## src/rtl/nor_op_scheduler_if.sv

```systemverilog
// rtl/nor_op_scheduler_if.sv - requester and shared NOR unit signals of the NOR op scheduler
interface nor_op_scheduler_if #(
   parameter int WIDTH = 4
);
   logic             req0;
   logic [1:0]       op0;
   logic [WIDTH-1:0] a0;
   logic [WIDTH-1:0] b0;
   logic             req1;
   logic [1:0]       op1;
   logic [WIDTH-1:0] a1;
   logic [WIDTH-1:0] b1;
   logic [1:0]       grant;
   logic             done0;
   logic             done1;
   logic [WIDTH-1:0] result;
   logic             busy;
   logic [WIDTH-1:0] nor_x;
   logic [WIDTH-1:0] nor_y;
   logic [WIDTH-1:0] nor_z;

   modport master (
      output req0, op0, a0, b0, req1, op1, a1, b1, nor_z,
      input  grant, done0, done1, result, busy, nor_x, nor_y
   );

   modport slave (
      input  req0, op0, a0, b0, req1, op1, a1, b1, nor_z,
      output grant, done0, done1, result, busy, nor_x, nor_y
   );
endinterface

```

## src/rtl/nor_op_scheduler.sv

```systemverilog
// rtl/nor_op_scheduler.sv - round-robin sequencer building NOT/OR/AND/NAND from one shared NOR unit
module nor_op_scheduler #(
   parameter int WIDTH = 4
) (
   input  logic              clk,
   input  logic              rst_n,
   nor_op_scheduler_if.slave bus
);
   localparam logic [1:0] S_IDLE = 2'd0;
   localparam logic [1:0] S_EXEC = 2'd1;
   localparam logic [1:0] S_DONE = 2'd2;

   localparam logic [1:0] OP_NOT  = 2'd0;
   localparam logic [1:0] OP_OR   = 2'd1;
   localparam logic [1:0] OP_AND  = 2'd2;
   localparam logic [1:0] OP_NAND = 2'd3;

   logic [1:0]       state;
   logic [1:0]       grant_q;
   logic [1:0]       op_q;
   logic [1:0]       step;
   logic             last_grant;
   logic [WIDTH-1:0] a_q;
   logic [WIDTH-1:0] b_q;
   logic [WIDTH-1:0] t0;
   logic [WIDTH-1:0] t1;
   logic [WIDTH-1:0] res;

   logic             any_req;
   logic             winner;
   logic             cap_t0;
   logic             cap_t1;
   logic             last_step;
   logic [WIDTH-1:0] x_mux;
   logic [WIDTH-1:0] y_mux;

   always_comb begin
      any_req = bus.req0 | bus.req1;
      if (bus.req0 && bus.req1) begin
         winner = ~last_grant;
      end else begin
         winner = bus.req1;
      end
   end

   // Step count equals opcode+1, so the final step index is the opcode itself.
   always_comb begin
      last_step = (step == op_q);
      cap_t0    = (step == 2'd0) && (op_q != OP_NOT);
      cap_t1    = (step == 2'd1) && (op_q == OP_AND || op_q == OP_NAND);
   end

   always_comb begin
      x_mux = '0;
      y_mux = '0;
      if (state == S_EXEC) begin
         case (step)
            2'd0: begin
               x_mux = a_q;
               y_mux = (op_q == OP_OR) ? b_q : a_q;
            end
            2'd1: begin
               x_mux = (op_q == OP_OR) ? t0 : b_q;
               y_mux = (op_q == OP_OR) ? t0 : b_q;
            end
            2'd2: begin
               x_mux = t0;
               y_mux = t1;
            end
            default: begin
               x_mux = res;
               y_mux = res;
            end
         endcase
      end
   end

   always_ff @(posedge clk or negedge rst_n) begin
      if (!rst_n) begin
         state      <= S_IDLE;
         grant_q    <= 2'b00;
         op_q       <= OP_NOT;
         step       <= 2'd0;
         last_grant <= 1'b1;
         a_q        <= '0;
         b_q        <= '0;
         t0         <= '0;
         t1         <= '0;
         res        <= '0;
      end else begin
         case (state)
            S_IDLE: begin
               if (any_req) begin
                  op_q       <= winner ? bus.op1 : bus.op0;
                  a_q        <= winner ? bus.a1 : bus.a0;
                  b_q        <= winner ? bus.b1 : bus.b0;
                  grant_q    <= winner ? 2'b10 : 2'b01;
                  last_grant <= winner;
                  step       <= 2'd0;
                  state      <= S_EXEC;
               end
            end
            S_EXEC: begin
               if (cap_t0) begin
                  t0 <= bus.nor_z;
               end else if (cap_t1) begin
                  t1 <= bus.nor_z;
               end else begin
                  res <= bus.nor_z;
               end
               if (last_step) begin
                  state <= S_DONE;
               end else begin
                  step <= step + 2'd1;
               end
            end
            S_DONE: begin
               grant_q <= 2'b00;
               state   <= S_IDLE;
            end
            default: begin
               grant_q <= 2'b00;
               state   <= S_IDLE;
            end
         endcase
      end
   end

   assign bus.grant  = grant_q;
   assign bus.busy   = (state == S_EXEC) || (state == S_DONE);
   assign bus.done0  = (state == S_DONE) && grant_q[0];
   assign bus.done1  = (state == S_DONE) && grant_q[1];
   assign bus.result = (state == S_DONE) ? res : '0;
   assign bus.nor_x  = x_mux;
   assign bus.nor_y  = y_mux;
endmodule

```

## src/flat_wrapper.sv

```systemverilog
// flat-port wrapper written by rule: the top's interface ports become plain ports
module nor_op_scheduler_flat 
#(
   parameter int WIDTH = 4
)
  (clk, rst_n, bus_req0, bus_op0, bus_a0, bus_b0, bus_req1, bus_op1, bus_a1, bus_b1, bus_nor_z, bus_grant, bus_done0, bus_done1, bus_result, bus_busy, bus_nor_x, bus_nor_y);
  nor_op_scheduler_if #(.WIDTH(WIDTH)) bus_i ();
  input  logic clk;
  input  logic rst_n;
  input wire logic [$bits(bus_i.req0)-1:0] bus_req0;
  input wire logic [$bits(bus_i.op0)-1:0] bus_op0;
  input wire logic [$bits(bus_i.a0)-1:0] bus_a0;
  input wire logic [$bits(bus_i.b0)-1:0] bus_b0;
  input wire logic [$bits(bus_i.req1)-1:0] bus_req1;
  input wire logic [$bits(bus_i.op1)-1:0] bus_op1;
  input wire logic [$bits(bus_i.a1)-1:0] bus_a1;
  input wire logic [$bits(bus_i.b1)-1:0] bus_b1;
  input wire logic [$bits(bus_i.nor_z)-1:0] bus_nor_z;
  output wire logic [$bits(bus_i.grant)-1:0] bus_grant;
  output wire logic [$bits(bus_i.done0)-1:0] bus_done0;
  output wire logic [$bits(bus_i.done1)-1:0] bus_done1;
  output wire logic [$bits(bus_i.result)-1:0] bus_result;
  output wire logic [$bits(bus_i.busy)-1:0] bus_busy;
  output wire logic [$bits(bus_i.nor_x)-1:0] bus_nor_x;
  output wire logic [$bits(bus_i.nor_y)-1:0] bus_nor_y;
  assign bus_i.req0 = bus_req0;
  assign bus_i.op0 = bus_op0;
  assign bus_i.a0 = bus_a0;
  assign bus_i.b0 = bus_b0;
  assign bus_i.req1 = bus_req1;
  assign bus_i.op1 = bus_op1;
  assign bus_i.a1 = bus_a1;
  assign bus_i.b1 = bus_b1;
  assign bus_i.nor_z = bus_nor_z;
  assign bus_grant = bus_i.grant;
  assign bus_done0 = bus_i.done0;
  assign bus_done1 = bus_i.done1;
  assign bus_result = bus_i.result;
  assign bus_busy = bus_i.busy;
  assign bus_nor_x = bus_i.nor_x;
  assign bus_nor_y = bus_i.nor_y;
  nor_op_scheduler #(.WIDTH(WIDTH)) u_core (.clk(clk), .rst_n(rst_n), .bus(bus_i));
endmodule
```

## config.mk

```make
export PLATFORM = sky130hd
export DESIGN_NAME = nor_op_scheduler_flat
export DESIGN_NICKNAME = d
export VERILOG_FILES = /design/src/rtl/nor_op_scheduler_if.sv /design/src/rtl/nor_op_scheduler.sv /design/src/flat_wrapper.sv
export SDC_FILE = /design/constraint.sdc
export NUM_CORES = 1
export LEC_CHECK = 0
export BUFFER_PORTS_ARGS = -buffer_cell sky130_fd_sc_hd__buf_2
export CORE_MARGIN = 2
export CORE_UTILIZATION = 52
export DETAILED_ROUTE_END_ITERATION = 10
export PLACE_DENSITY = 0.89
export SKIP_CTS_REPAIR_TIMING = 1
export SKIP_LAST_GASP = 1
export SLEW_MARGIN = 0
export SYNTH_ARGS = -nofsm -noshare
export SYNTH_HDL_FRONTEND = slang
export SYNTH_SLANG_ARGS = --single-unit
```

## constraint.sdc

```tcl
create_clock -name clk -period 2.35 [get_ports clk]
set_input_delay 0.47 -clock clk [delete_from_list [all_inputs] [get_ports clk]]
set_output_delay 0.47 -clock clk [all_outputs]
set_load 0.005 [all_outputs]
```

==> impl_metrics.py <==
metrics = {
    "timing": {
        "fin_crit_sh_pct": 101,
        "finalSetupViolCount": 1,
        "fin_tns_setup_ns": -0.0199,
        "max_slew_margin_pct": 28.3,
        "drv_slew": 0,
        "setup_slack_ns": -0.0199,
        "final-hold-violation-count": 0,
        "fmax_mhz": 422,
        "fin_worst_skew_ns": 0.0112,
        "worst_slew_pin_slew_ns": 1.07,
        "hold_ws_ns": 0.145,
        "fin_crit_ns": 2.37,
    },
    "finish": {
        "syn_to_final_growth_pct": 24.7,
        "final_util_pct": 69.4,
        "post-route-cell-area_sq_mm": 0.00215,
        "mostFrequentLayoutCells": "buf_2, dfrtp_1, nand2_1, o21ai_0, mux2_2",
        "final_common_cell": "buf_2",
        "drive_above_1_share_pct": 37.9,
        "finalNetCount": 258,
        "antenna_cells": 0,
    },
    "critical_path": {
        "crit_arrival_ns": 1.90,
        "cp_top_family": "flip-flops",
        "critPathKind": "reg -> out",
        "endpoint_kind": "output port",
        "r2r_start": "u_core.step[0]",
        "crit_path_cell_trace": "inv_1 > ha_2 > a22oi_1 > a21oi_1 > buf_2",
        "path_max_fanout": 8,
        "crit_start": "u_core.step[0]",
        "cp.required_ns": 1.88,
        "worst_path_max_delay_cell": "dfrtp_2",
        "startpoint_type": "register",
        "path_buf_inv": 2,
        "max_stage_delay_ns": 0.48,
    },
    "synthesis": {
        "syn_avg_cell_area_sq_um": 9.75,
        "synthCells": 177,
        "ys_seq_area_share_pct": 42.1,
        "syn_nets": 212,
        "synth_top_area_share_pct": 40.6,
        "synth_warnings": 0,
        "synthArstFlopShare_pct": 100,
        "syn-cell-area_sq_mm": 0.00173,
        "synth_edf_count": 0,
        "ys_top_cells_by_area": "dfrtp_1, mux2_2, mux2i_1",
        "synth-seq-cells": 29,
        "dominantRegCellSynth": "dfrtp_1",
        "synth.largest_area_cell": "dfrtp_1",
        "synth_cell_types": 33,
    },
    "grt": {
        "antenna_found_initial": 0,
        "grt_overflow_total": 0,
        "grt_max_degree": 30,
        "grt_usage_pct": 21.9,
        "grt_pass1_wl_um": 5910,
        "grt_pass1_vias": 1309,
    },
    "routing": {
        "dr_total_vias": 1554,
        "drt-pass1-iter-count": 4,
        "drt-total-wl_um": 4240,
        "first_iter_violations": 48,
        "drc": 0,
        "detail_route.wl_per_cell_um": 15.8,
        "ant_nets": 0,
        "post_drt_via_cell_ratio": 5.80,
    },
    "place": {
        "globalplace.congestion": 0.806,
        "io_buffers": 44,
        "dp_hpwl_um": 2790,
        "placed_area_sq_mm": 0.00199,
    },
    "power": {
        "p_leak_nw": 0.999,
        "vdd_drop_max_mv": 0.692,
        "power.density_mw_per_mm2": 1360,
    },
    "worst_hold_path": {
        "hold_class": "in -> async",
    },
    "clock_network": {
        "clock_latency_ns": 0.34,
        "htree_levels": 2,
        "cts_buffers": 5,
        "cts_tree": "yes",
        "ctsRootBufferMaster": "clkbuf_4",
        "cts_buffer_depth": 2,
        "clk_pin_slew_ns": 0.10,
        "clkSinkCount": 29,
    },
    "job": {
        "cap_violations": 0,
    },
    "floorplanning": {
        "start_util_pct": 55.6,
        "dieHeight_um": 61.6,
        "die-width_um": 61.6,
        "pin_count": 45,
        "core_area_sq_mm": 0.00310,
        "core.rowCount": 20,
        "dieArea_sq_mm": 0.00379,
    },
    "status": {
        "violations": "negative setup slack",
        "outcome": "complete, but fails checks",
    },
}
[layer usage]
layer / global-route usage [%] / share of wire, % / vias to the layer above
met5: 0 / 0 / -
met4: 7.29 / 2.0 / 0
met3: 6.30 / 6.4 / 13
met2: 35.2 / 49 / 70
met1: 28.5 / 42 / 733
li1: - / - / 738
[area by class of cell]
cell class,instances,area [sq um]
timing repair buffer,49,258
inverter,7,26.3
fill,257,951
tap,44,55.1
clock buffer,5,37.5
multi-input combinational,131,980
sequential,29,731
clock inverter,3,65.1
[final timing paths]
path | end | slack, ns | cells past startpoint
setup / recovery | bus_nor_x[0] | -0.02 | 5
hold / removal | u_core.t0[2] | 0.15 | 1
setup reg to reg | u_core.res[1] | 0.48 | 5
hold reg to reg | u_core.a_q[3] | 0.53 | 2
max in group asynchronous | u_core.step[0] | 1.75 | 1
min in group clk | u_core.last_grant | 0.35 | 2
[sequential cells by signal, indices dropped and copies added (netlist names)]
| signal | cells |
|---|---|
| u_core.a_q | 4 |
| u_core.b_q | 4 |
| u_core.res | 4 |
| u_core.t0 | 4 |
| u_core.t1 | 4 |
| u_core.bus.grant | 2 |
| u_core.op_q | 2 |
| u_core.state | 2 |
| u_core.step | 2 |
| u_core.last_grant | 1 |
[kinds of logic (layout without fill, tap and decap cells)]
| family | Yosys count | after routing | share of synthesized area [%] |
|---|---|---|---|
| flip-flops | 29 | 29 | 42.1 |
| multiplexers | 22 | 22 | 13.6 |
| adder cells (fa/ha/maj) | 7 | 7 | 5.08 |
| XOR/XNOR | 2 | 2 | 1.02 |
| AO/OA/AOI/OAI | 50 | 50 | 19.8 |
| AND/OR/NAND/NOR | 50 | 50 | 14.2 |
| buffers and inverters | 17 | 64 | 4.13 |
[per-stage QoR]
step	setup slack (ns)	total power [mW]	instances
finish	-0.0199	2.92	268
floorplan	0.481	1.85	177
global placement	0.269	2.19	259
detailed placement	0.206	2.25	259
global route	-0.0994	3.11	268
CTS	-0.170	2.76	267
[synth_stat cells (3+ instances only)]
cell      count
and3_1        5
a22oi_1       6
clkbuf_1      5
mux2_2       12
a41oi_1       4
a311oi_2      4
nand2_1      19
buf_2         3
o21ai_0      18
and2_1        6
ha_1          7
dfrtp_1      28
mux2i_1      10
a21oi_1       9
nand3_1       8
nor2_1        5
inv_1         7
[report_power, final]
group | switching [mW] | total [mW] | leakage [nW] | internal (mW)
Sequential | 0.246 | 1.00 | 0.347 | 0.756
Clock | 0.184 | 0.513 | 0.0552 | 0.329
Combinational | 0.766 | 1.41 | 0.597 | 0.641
Note: power is estimated with default switching activity, not from simulation.
